[src/rtl/cv32e40p_pkg.sv]
// Shared definitions for the instruction-bus arbiter slice.
//   ibus_owner_e               : identifies which requester issued a transaction
//   IBUS_MAX_OUTSTANDING_LIMIT : largest supported in-flight transaction count
//   IBUS_CNT_W                 : width of outstanding-count signals
package cv32e40p_pkg;

    typedef enum logic {
        IBUS_OWNER_CORE = 1'b0,
        IBUS_OWNER_LCE  = 1'b1
    } ibus_owner_e;

    localparam int unsigned IBUS_MAX_OUTSTANDING_LIMIT = 4;
    localparam int unsigned IBUS_CNT_W                 = 3;

endpackage

[src/rtl/cv32e40p_obi_owner_fifo.sv]
// In-order FIFO of owner IDs for granted-but-unanswered OBI transactions.
// Ports:
//   clk, rst        : clock, synchronous active-high reset
//   push_i, owner_i : enqueue owner of a newly granted transaction
//   pop_i, owner_o  : dequeue head owner when its response returns
//   full_o, empty_o : occupancy flags
//   count_o         : current number of stored entries
// Simultaneous push and pop are supported (count unchanged).
module cv32e40p_obi_owner_fifo
    import cv32e40p_pkg::*;
#(
    parameter int unsigned DEPTH = 2
) (
    input  logic                  clk,
    input  logic                  rst,
    input  logic                  push_i,
    input  ibus_owner_e           owner_i,
    input  logic                  pop_i,
    output ibus_owner_e           owner_o,
    output logic                  full_o,
    output logic                  empty_o,
    output logic [IBUS_CNT_W-1:0] count_o
);

    localparam logic [IBUS_CNT_W-1:0] DEPTH_C  = IBUS_CNT_W'(DEPTH);
    localparam logic [1:0]            PTR_LAST = 2'(DEPTH - 1);

    ibus_owner_e           mem_q [IBUS_MAX_OUTSTANDING_LIMIT];
    ibus_owner_e           mem_d [IBUS_MAX_OUTSTANDING_LIMIT];
    logic [1:0]            wptr_q, wptr_d;
    logic [1:0]            rptr_q, rptr_d;
    logic [IBUS_CNT_W-1:0] count_q, count_d;
    logic                  push_ok, pop_ok;

    always_comb begin
        mem_d   = mem_q;
        wptr_d  = wptr_q;
        rptr_d  = rptr_q;
        count_d = count_q;

        full_o  = (count_q == DEPTH_C);
        empty_o = (count_q == '0);
        push_ok = push_i & ~full_o;
        pop_ok  = pop_i & ~empty_o;

        if (push_ok) begin
            mem_d[wptr_q] = owner_i;
            wptr_d = (wptr_q == PTR_LAST) ? '0 : wptr_q + 2'd1;
        end
        if (pop_ok) begin
            rptr_d = (rptr_q == PTR_LAST) ? '0 : rptr_q + 2'd1;
        end

        unique case ({push_ok, pop_ok})
            2'b10:   count_d = count_q + 1'b1;
            2'b01:   count_d = count_q - 1'b1;
            default: count_d = count_q;
        endcase
    end

    always_ff @(posedge clk) begin
        if (rst) begin
            mem_q   <= '{default: IBUS_OWNER_CORE};
            wptr_q  <= '0;
            rptr_q  <= '0;
            count_q <= '0;
        end else begin
            mem_q   <= mem_d;
            wptr_q  <= wptr_d;
            rptr_q  <= rptr_d;
            count_q <= count_d;
        end
    end

    assign owner_o = mem_q[rptr_q];
    assign count_o = count_q;

endmodule

[src/rtl/cv32e40p_instr_obi_arbiter.sv]
// Shares one OBI instruction-memory port between the core fetch path (m0)
// and the linear-code-extraction engine (m1). Address phase is combinational;
// responses are routed in order to the issuing requester.
// Ports:
//   clk, rst                          : clock, synchronous active-high reset
//   m0_* / m1_*                       : requester-side OBI (req/addr in, gnt/rvalid/rdata/err out)
//   instr_*                           : memory-side OBI
//   outstanding_o                     : granted-but-unanswered transaction count
//   spurious_rvalid_o                 : sticky, response seen with an empty tracker
// Configuration macro:
//   CV32E40P_IBUS_ARB_RR_EN           : round-robin between simultaneous requesters
//                                       (undefined: fixed priority, m0 wins)
module cv32e40p_instr_obi_arbiter
    import cv32e40p_pkg::*;
#(
    parameter int unsigned MAX_OUTSTANDING = 2,
    parameter int unsigned ADDR_WIDTH      = 32,
    parameter int unsigned DATA_WIDTH      = 32
) (
    input  logic                  clk,
    input  logic                  rst,
    input  logic                  m0_req_i,
    input  logic [ADDR_WIDTH-1:0] m0_addr_i,
    output logic                  m0_gnt_o,
    output logic                  m0_rvalid_o,
    output logic [DATA_WIDTH-1:0] m0_rdata_o,
    output logic                  m0_err_o,
    input  logic                  m1_req_i,
    input  logic [ADDR_WIDTH-1:0] m1_addr_i,
    output logic                  m1_gnt_o,
    output logic                  m1_rvalid_o,
    output logic [DATA_WIDTH-1:0] m1_rdata_o,
    output logic                  m1_err_o,
    output logic                  instr_req_o,
    output logic [ADDR_WIDTH-1:0] instr_addr_o,
    input  logic                  instr_gnt_i,
    input  logic                  instr_rvalid_i,
    input  logic [DATA_WIDTH-1:0] instr_rdata_i,
    input  logic                  instr_err_i,
    output logic [2:0]            outstanding_o,
    output logic                  spurious_rvalid_o
);

    logic                  lock_q, lock_d;
    ibus_owner_e           lock_owner_q, lock_owner_d;
    logic                  spurious_q, spurious_d;
`ifdef CV32E40P_IBUS_ARB_RR_EN
    ibus_owner_e           rr_ptr_q, rr_ptr_d;
`endif

    ibus_owner_e           sel_owner;
    ibus_owner_e           head_owner;
    logic                  sel_req;
    logic                  push, pop;
    logic                  fifo_full, fifo_empty;
    logic [IBUS_CNT_W-1:0] fifo_count;

    cv32e40p_obi_owner_fifo #(
        .DEPTH (MAX_OUTSTANDING)
    ) u_owner_fifo (
        .clk     (clk),
        .rst     (rst),
        .push_i  (push),
        .owner_i (sel_owner),
        .pop_i   (pop),
        .owner_o (head_owner),
        .full_o  (fifo_full),
        .empty_o (fifo_empty),
        .count_o (fifo_count)
    );

    always_comb begin
        // A pending ungranted request keeps its owner so the address phase
        // cannot change under the memory.
        sel_owner = IBUS_OWNER_CORE;
        if (lock_q) begin
            sel_owner = lock_owner_q;
`ifdef CV32E40P_IBUS_ARB_RR_EN
        end else if (m0_req_i && m1_req_i) begin
            sel_owner = rr_ptr_q;
`endif
        end else if (!m0_req_i && m1_req_i) begin
            sel_owner = IBUS_OWNER_LCE;
        end

        sel_req = (sel_owner == IBUS_OWNER_CORE) ? m0_req_i : m1_req_i;

        // Tracker full means no further grant can be recorded.
        instr_req_o  = sel_req & ~fifo_full & ~rst;
        instr_addr_o = rst ? '0 :
                       (sel_owner == IBUS_OWNER_CORE) ? m0_addr_i : m1_addr_i;

        push = instr_req_o & instr_gnt_i;
        pop  = instr_rvalid_i & ~fifo_empty & ~rst;

        m0_gnt_o    = push & (sel_owner == IBUS_OWNER_CORE);
        m1_gnt_o    = push & (sel_owner == IBUS_OWNER_LCE);
        m0_rvalid_o = pop & (head_owner == IBUS_OWNER_CORE);
        m1_rvalid_o = pop & (head_owner == IBUS_OWNER_LCE);
        m0_rdata_o  = rst ? '0 : instr_rdata_i;
        m1_rdata_o  = rst ? '0 : instr_rdata_i;
        m0_err_o    = m0_rvalid_o & instr_err_i;
        m1_err_o    = m1_rvalid_o & instr_err_i;

        lock_d       = instr_req_o & ~instr_gnt_i;
        lock_owner_d = sel_owner;
        spurious_d   = spurious_q | (instr_rvalid_i & fifo_empty);

`ifdef CV32E40P_IBUS_ARB_RR_EN
        rr_ptr_d = rr_ptr_q;
        if (push) begin
            rr_ptr_d = (sel_owner == IBUS_OWNER_CORE) ? IBUS_OWNER_LCE : IBUS_OWNER_CORE;
        end
`endif
    end

    always_ff @(posedge clk) begin
        if (rst) begin
            lock_q       <= 1'b0;
            lock_owner_q <= IBUS_OWNER_CORE;
            spurious_q   <= 1'b0;
`ifdef CV32E40P_IBUS_ARB_RR_EN
            rr_ptr_q     <= IBUS_OWNER_CORE;
`endif
        end else begin
            lock_q       <= lock_d;
            lock_owner_q <= lock_owner_d;
            spurious_q   <= spurious_d;
`ifdef CV32E40P_IBUS_ARB_RR_EN
            rr_ptr_q     <= rr_ptr_d;
`endif
        end
    end

    assign outstanding_o     = fifo_count;
    assign spurious_rvalid_o = spurious_q;

endmodule

[config.mk]
export PLATFORM = sky130hd
export DESIGN_NAME = cv32e40p_instr_obi_arbiter
export DESIGN_NICKNAME = d
export VERILOG_FILES = /design/src/rtl/cv32e40p_pkg.sv /design/src/rtl/cv32e40p_obi_owner_fifo.sv /design/src/rtl/cv32e40p_instr_obi_arbiter.sv
export SDC_FILE = /design/constraint.sdc
export NUM_CORES = 1
export LEC_CHECK = 0
export ABC_AREA = 1
export BUFFER_PORTS_ARGS = -buffer_cell sky130_fd_sc_hd__buf_2
export CORE_MARGIN = 5
export CORE_UTILIZATION = 30
export DETAILED_ROUTE_END_ITERATION = 10
export HOLD_SLACK_MARGIN = 0.02
export PLACE_DENSITY = 0.89
export REMOVE_ABC_BUFFERS = 1
export SLEW_MARGIN = 40
export SYNTH_ARGS = -nofsm -noshare
export SYNTH_HDL_FRONTEND = slang
export SYNTH_SLANG_ARGS = --single-unit
[constraint.sdc]
create_clock -name clk -period 2.1 [get_ports clk]
set_input_delay 0.63 -clock clk [delete_from_list [all_inputs] [get_ports clk]]
set_output_delay 0.63 -clock clk [all_outputs]
set_load 0.03 [all_outputs]
; ---- After elaboration in Yosys (flattened, before gate mapping)
; Cells that the tools add are included.
[word_totals]
reg_bits = 14
latchBits = 0
ramBits = 0
mem_bits_ro = 0
word_cells = 66
memories = 0
[classes]
addsub = 4
multipliers = 0
n_div = 0
order_cmp = 3
eq_ne = 5
n_shift = 0
mux = 15
n_bitwise = 24
n_reduce_logical = 5
[op_table]
columns = operator, count
row1 = $mux 32, 3
row2 = $and 1x1->1, 15
row3 = $eq 2x1->1 const B, 3
row4 = $ge 3x3->1 const B, 2
row5 = $mux 1, 6
row6 = $not 1->1, 6
row7 = $not 2->3, 2
row8 = $pmux 3 s2, 1
row9 = $add 2x1->2 const B, 2
row10 = $bwmux 4, 1
row11 = $mux 2, 2
row12 = $add 3x1->3 const B, 1
row13 = $eq 3x2->1 const B, 1
row14 = $logic_not 3->1, 1
row15 = $lt 3x1->1 const B, 1
row16 = $sub 3x1->3 const B, 1
row17 = $bmux 1 s2, 1
row18 = $demux 1 s2, 1
row19 = $eq 2x2->1 const B, 1
row20 = $logic_and 1x1->1, 2
row21 = $reduce_bool 2->1, 1
row22 = $logic_not 1->1, 1
row23 = $or 1x1->1, 1

; ---- Logic depth before layout (Yosys ltp)
[depth]
depth_word = 11
mapped_depth = 12

; ---- Hierarchy
; Synthesis repeated with hierarchy kept, for this count alone.
[unflattened]
cells_unflattened = 331
area_unflattened_um2 = 1795.5
[modules_own_cells]
columns = module, instances, cells_per_inst, area_per_inst_um2, seq_area_each_um2
row1 = cv32e40p_instr_obi_arbiter, 1, 238, 1166.1, 60.1
row2 = cv32e40p_obi_owner_fifo, 1, 93, 629.4, 220.2

; ---- Worst setup path after synthesis
; No wires, ideal clock.
[synth_path]
path_type = in2out
start = in rst
end = out m0_err_o
t_arrival_ns = 1.741
required_time_ns = 1.470
path_slack_ns = -0.271
path_stages = 4
cell_sequence = buf_2 > inv_2 > nand3_1 > nor3_1
[synth_via]
elab_chain_cells = 4
[synth_rtl]
columns = element, line
row1 = start: declaration, cv32e40p_instr_obi_arbiter.sv:21  ; input logic rst,
row2 = $not 1->1, cv32e40p_instr_obi_arbiter.sv:94  ; pop = instr_rvalid_i & ~fifo_empty & ~rst;
row3 = $and 1x1->1, cv32e40p_instr_obi_arbiter.sv:94
row4 = $and 1x1->1, cv32e40p_instr_obi_arbiter.sv:98  ; m0_rvalid_o = pop & (head_owner == IBUS_OWNER_CORE);
row5 = $and 1x1->1, cv32e40p_instr_obi_arbiter.sv:102  ; m0_err_o = m0_rvalid_o & instr_err_i;
row6 = end: declaration, cv32e40p_instr_obi_arbiter.sv:27  ; output logic m0_err_o,
; No other way between the ends.

; ---- Final worst setup path
[layout_path]
start = in m0_req_i
end = out instr_addr_o[7]
[layout_via]
elab_chain_cells = 6
[layout_rtl]
columns = element, line
row1 = start: declaration, cv32e40p_instr_obi_arbiter.sv:22  ; input logic m0_req_i,
row2 = $logic_not 1->1, cv32e40p_instr_obi_arbiter.sv:82  ; end else if (!m0_req_i && m1_req_i) begin
row3 = $logic_and 1x1->1, cv32e40p_instr_obi_arbiter.sv:82
row4 = $mux 1, cv32e40p_instr_obi_arbiter.sv:82
row5 = $mux 1, cv32e40p_instr_obi_arbiter.sv:76  ; if (lock_q) begin
row6 = $mux 32, cv32e40p_instr_obi_arbiter.sv:91  ; (sel_owner == IBUS_OWNER_CORE) ? m0_addr_i : m1_addr_i;
row7 = $mux 32, cv32e40p_instr_obi_arbiter.sv:90  ; instr_addr_o = rst ? '0 :
row8 = end: declaration, cv32e40p_instr_obi_arbiter.sv:35  ; output logic [ADDR_WIDTH-1:0] instr_addr_o,
; No other way between the ends.

==> impl.org <==
** GRT
- For this run the aggregate overflow at the end of global routing stands at 0.
- The number of antenna violations at the first check in global routing came to 0.
- Vias in the first global route :: 2508
- Entering global routing, the biggest net connects 35 pins.
- Global routing used 17.6% of the available tracks.
- The first global-routing pass estimated roughly 11 mm of wire.

** CTS
- In this run the number of H-tree levels came out at 1.
- Buffer type at the clock tree root :: sky130_fd_sc_hd__clkbuf_8
- TritonCTS built the clock tree.
- Clock sinks :: 14
- The longest clock path from root to sink contains 2 buffers.
- Clock-pin slew on the worst setup and hold paths :: roughly 0.060 ns
- Latest clock arrival within the worst-skew pair :: approximately 0.25 ns
- TritonCTS Buffers :: 3
- Hold-fix buffers at CTS :: 0

** Synthesis
- Counting flops and latches in the post-synthesis netlist gives 14.
- Adder-cell share of the synthesized area :: 1.89%
- Compound-cell area share of the yosys netlist :: 14.6%
- After synthesis, the largest family of logic cells by area is simple AND/OR/NAND/NOR gates.
- Proportion of synthesized area in mux cells :: 0%
- Summing every instance area after synthesis gives between 1500 and 2000 µm².
- Main synth FF type :: sky130_fd_sc_hd__dfxtp_1
- Yosys instantiated no cell more often than sky130_fd_sc_hd__nor2_1.
- Synthesized netlist cell count :: 317
- The commonest cells after synthesis are sky130_fd_sc_hd__nor2_1 (115), sky130_fd_sc_hd__inv_1 (51), sky130_fd_sc_hd__buf_4 (35).
- Counting distinct cell types in the post-synthesis netlist gives 23.
- Yosys mapped a number of flops with a built-in enable equal to 0.
- The largest total area in the synthesized netlist belongs to sky130_fd_sc_hd__nor2_1.
- Fraction of post-synthesis cell area in the top cell type by area :: 25.1%
- Synthesized area per cell :: 5.42 µm²
- Cell types occupying the most area after synthesis :: sky130_fd_sc_hd__nor2_1 (25%), sky130_fd_sc_hd__dfxtp_1 (16%), sky130_fd_sc_hd__buf_4 (15%)
- In the synthesized netlist the async set-or-reset flop fraction comes to 0%.
- Warnings, synthesis :: 0
- Simple-Gate Fraction of Synth Area :: 36.5%
- Sequential fraction of the synthesis area :: 16.3%
- Post-synthesis xor/xnor area fraction :: less than 1%

** Worst setup path
- Critical path endpoint category :: output port
- Category of the most critical setup path :: in -> out
- Critical Path RT :: about 1.5 ns
- Slowest Stage Delay on Critical Path :: 0.18 ns
- Data on the critical path arrives at its endpoint at approximately 1.6 ns.
- Cell-by-cell listing of the critical path :: buf_8 -> inv_4 -> nand2_4 -> nand2_4 -> nand2_8 -> clkinv_8 -> buf_12 -> nor2_1 -> nor2_1 -> buf_4
- Crit path launch type :: input port
- Of all nets on the critical path, the largest fanout is 12.
- Cell with the largest stage delay on the worst path :: sky130_fd_sc_hd__buf_4

** Route
- Vias after detailed routing :: between 2000 and 3000
- Before antenna repair, the detailed router went through 4 iterations.
- In this run, the number of DRC markers left after iteration 0 of detailed routing was 134.
- Wirelength, routed :: around 7.8 mm
- Dividing the detail-routed wire length by the instance count gives between 10 and 15 µm.
- In the routed layout, each cell is associated on average with a via count of ~4.4.
- Antenna Violating Nets Remaining :: 0
- DR DRC count :: 0

** Power
- Dividing total power by cell area gives a power density of 492 nW/µm².
- Net switching fraction of the power :: ~46%
- Internal power comes to 864 µW.
- Per report_power, the combinational group accounts for between 60% and 70% of the total.
- Peak supply drop :: 0.235 mV
- NetSw :: approximately 750 µW
- For this design the static power due to leakage is between 1.5 and 2 nW.
- Of the total power, the clock network draws 16.3%.
- Per report_power, the sequential group accounts for 18.9% of the total.

** Final layout
- Relative to the synthesized area, the layout overhead comes to 90.5%.
- Summing all flip-flop and latch instances after layout gives 288 µm².
- Number of filler cells placed in the layout :: 543
- Non-filler cells in the finished layout :: 588
- After the last flow step, the layout net total stands at 622.
- The finished cells cover 3280 µm².
- Layout cell share with drive strength beyond 1 :: 57.0%
- Measured on the finished design, the core utilization comes to between 50 and 60%.
- In the final layout, the multi-input gates occupy 1080 µm².
- Count of antenna diodes in the layout :: 0

** STA
- Setup violations remaining at the end of the flow were counted as 34.
- Across all setup checks in the final design, the least slack found is -0.0975 ns.
- Worst slew margin relative to its limit :: approximately 84%
- For this run, the top clock speed supported by timing is around 460 MHz.
- The final hold violation count was 0.
- Across the routed clock network, the largest skew measured is 0.00364 ns.
- Unrepaired setup endpoints after global routing :: true
- Number of pins with negative max-slew slack in the final report :: 0
- Minimum period implied by the final worst setup slack :: 2.20 ns
- For the pin with the worst max-slew slack, the measured transition is about 0.23 ns.
- Final cycle utilization of the critical path :: 105%

** Status
- The flow ran to the end, but the final reports show violations.
- Failing checks :: negative setup slack

** Place
- Routability-driven placement finished with a final weighted congestion of 0.801.
- Input/output buffers :: 209
- The placed instances occupy a cell area of 2720 µm².
- Placed wire-length estimate :: 5.83 mm
- Cell Count Post-Placement :: roughly 570

** Die
- Initial Util :: 31.0%
- Core footprint :: 5540 µm²
- After floorplanning, the core was divided into 27 placement rows.
- Die outline width :: 85.7 µm
- The die covers 7340 µm².
- Die Span Y :: between 80 and 90 µm
- Top-level port count :: 210

** Worst hold path
- The tightest min-delay check is of the reg -> reg type.

** Job
- Max-capacitance violation count :: 0
-- cell type report --
type,count,area share [%]
Timing Repair Buffer,242,47.1
Multi-Input combinational cell,201,32.9
Sequential cell,14,8.79
Inverter,55,6.76
Tap cell,72,2.75
Clock buffer,4,1.68
-- stage by stage --
step	total power, mW	setup slack [ns]	hold slack (ns)	setup TNS, ns
after CTS	1.48	-0.0709	0.464	-1.43
final	1.61	-0.0975	0.455	-2.12
after floorplan	0.803	-0.424	0.431	-14.66
after global routing	1.71	-0.143	0.491	-4.04
after global placement	1.13	-0.130	0.442	-3.24
after detailed placement	1.15	-0.204	0.449	-3.88
-- power by group through the flow --
stage               Combinational, mW  Clock (mW)  Sequential (mW)
finish                           1.04       0.263            0.305
global route                     1.11       0.285            0.307
CTS                             0.895       0.274            0.306
detailed placement              0.839           0            0.310
global placement                0.822           0            0.308
floorplan                       0.476           0            0.327
-- cells by family after synthesis --
logic type      Yosys count
xor+xnor                  1
flops                    14
compound gates           45
buf+inv                 102
fa+ha+maj                 2
simple gates            153
-- timing repair --
item,in CTS,in global routing
resized for setup,53,70
cloned,0,5
buffers inserted,0,10
pin swaps,3,17
endpoints found under the setup margin,37,50
-- worst paths after layout --
path                           from                 endpoint  slack, ns  cells after the start
setup / recovery           m0_req_i          instr_addr_o[7]       -0.1                     10
hold / removal    spurious_rvalid_o        spurious_rvalid_o       0.46                      2
setup reg to reg       lock_owner_q  u_owner_fifo.count_o[2]       0.15                     11
hold reg to reg   spurious_rvalid_o        spurious_rvalid_o       0.46                      2
-- critical path, delay by kind of cell --
| family | cells | cell delay [ns] |
|---|---|---|
| buffers and inverters | 5 | 0.55 |
| AND/OR/NAND/NOR | 5 | 0.37 |
-- metal layers --
layer	share of wire (%)	GRT usage (%)	vias to the layer above	wire, µm
met5	0	0	-	0
met4	1.0	3.17	0	78
met3	4.8	3.36	9	372
met2	55	34.2	86	4310
met1	39	19.9	1176	3060
li1	-	-	1328	-
-- state kept, by name (all words and copies together), names as in the netlist --
register / cells
lock_owner_q: 1
u_owner_fifo.mem_q: 4
spurious_rvalid_o: 1
lock_q: 1
u_owner_fifo.wptr_q: 2
u_owner_fifo.count_o: 3
u_owner_fifo.rptr_q: 2
-- cells in the final DEF, fill, tap and decap left out --
cell type / count
sky130_fd_sc_hd__o21ai_0: 13
sky130_fd_sc_hd__nand3_1: 2
sky130_fd_sc_hd__buf_8: 3
sky130_fd_sc_hd__nor2_4: 5
sky130_fd_sc_hd__a21oi_4: 2
sky130_fd_sc_hd__clkbuf_8: 4
sky130_fd_sc_hd__and3_1: 1
sky130_fd_sc_hd__nor2_1: 94
sky130_fd_sc_hd__buf_2: 168
sky130_fd_sc_hd__nor2_2: 16
sky130_fd_sc_hd__o21ai_4: 1
sky130_fd_sc_hd__buf_12: 3
sky130_fd_sc_hd__dfxtp_1: 10
sky130_fd_sc_hd__clkinv_8: 1
sky130_fd_sc_hd__nor3_2: 3
sky130_fd_sc_hd__nand2_4: 2
sky130_fd_sc_hd__dfxtp_2: 3
sky130_fd_sc_hd__buf_6: 9
sky130_fd_sc_hd__nand3_4: 1
sky130_fd_sc_hd__ha_2: 1
sky130_fd_sc_hd__o21ai_1: 19
sky130_fd_sc_hd__nand3_2: 2
sky130_fd_sc_hd__inv_2: 2
sky130_fd_sc_hd__o21ai_2: 4
sky130_fd_sc_hd__clkbuf_4: 2
sky130_fd_sc_hd__nand4_1: 9
sky130_fd_sc_hd__inv_1: 51
sky130_fd_sc_hd__buf_4: 54
sky130_fd_sc_hd__nand2_1: 16
sky130_fd_sc_hd__nand2_8: 1
sky130_fd_sc_hd__clkbuf_16: 3
sky130_fd_sc_hd__xor2_1: 1
sky130_fd_sc_hd__inv_4: 1
sky130_fd_sc_hd__a21oi_1: 6
sky130_fd_sc_hd__fa_2: 1
sky130_fd_sc_hd__dfxtp_4: 1
sky130_fd_sc_hd__nand2_2: 1
No activity file was read; power rests on OpenSTA's default activity.
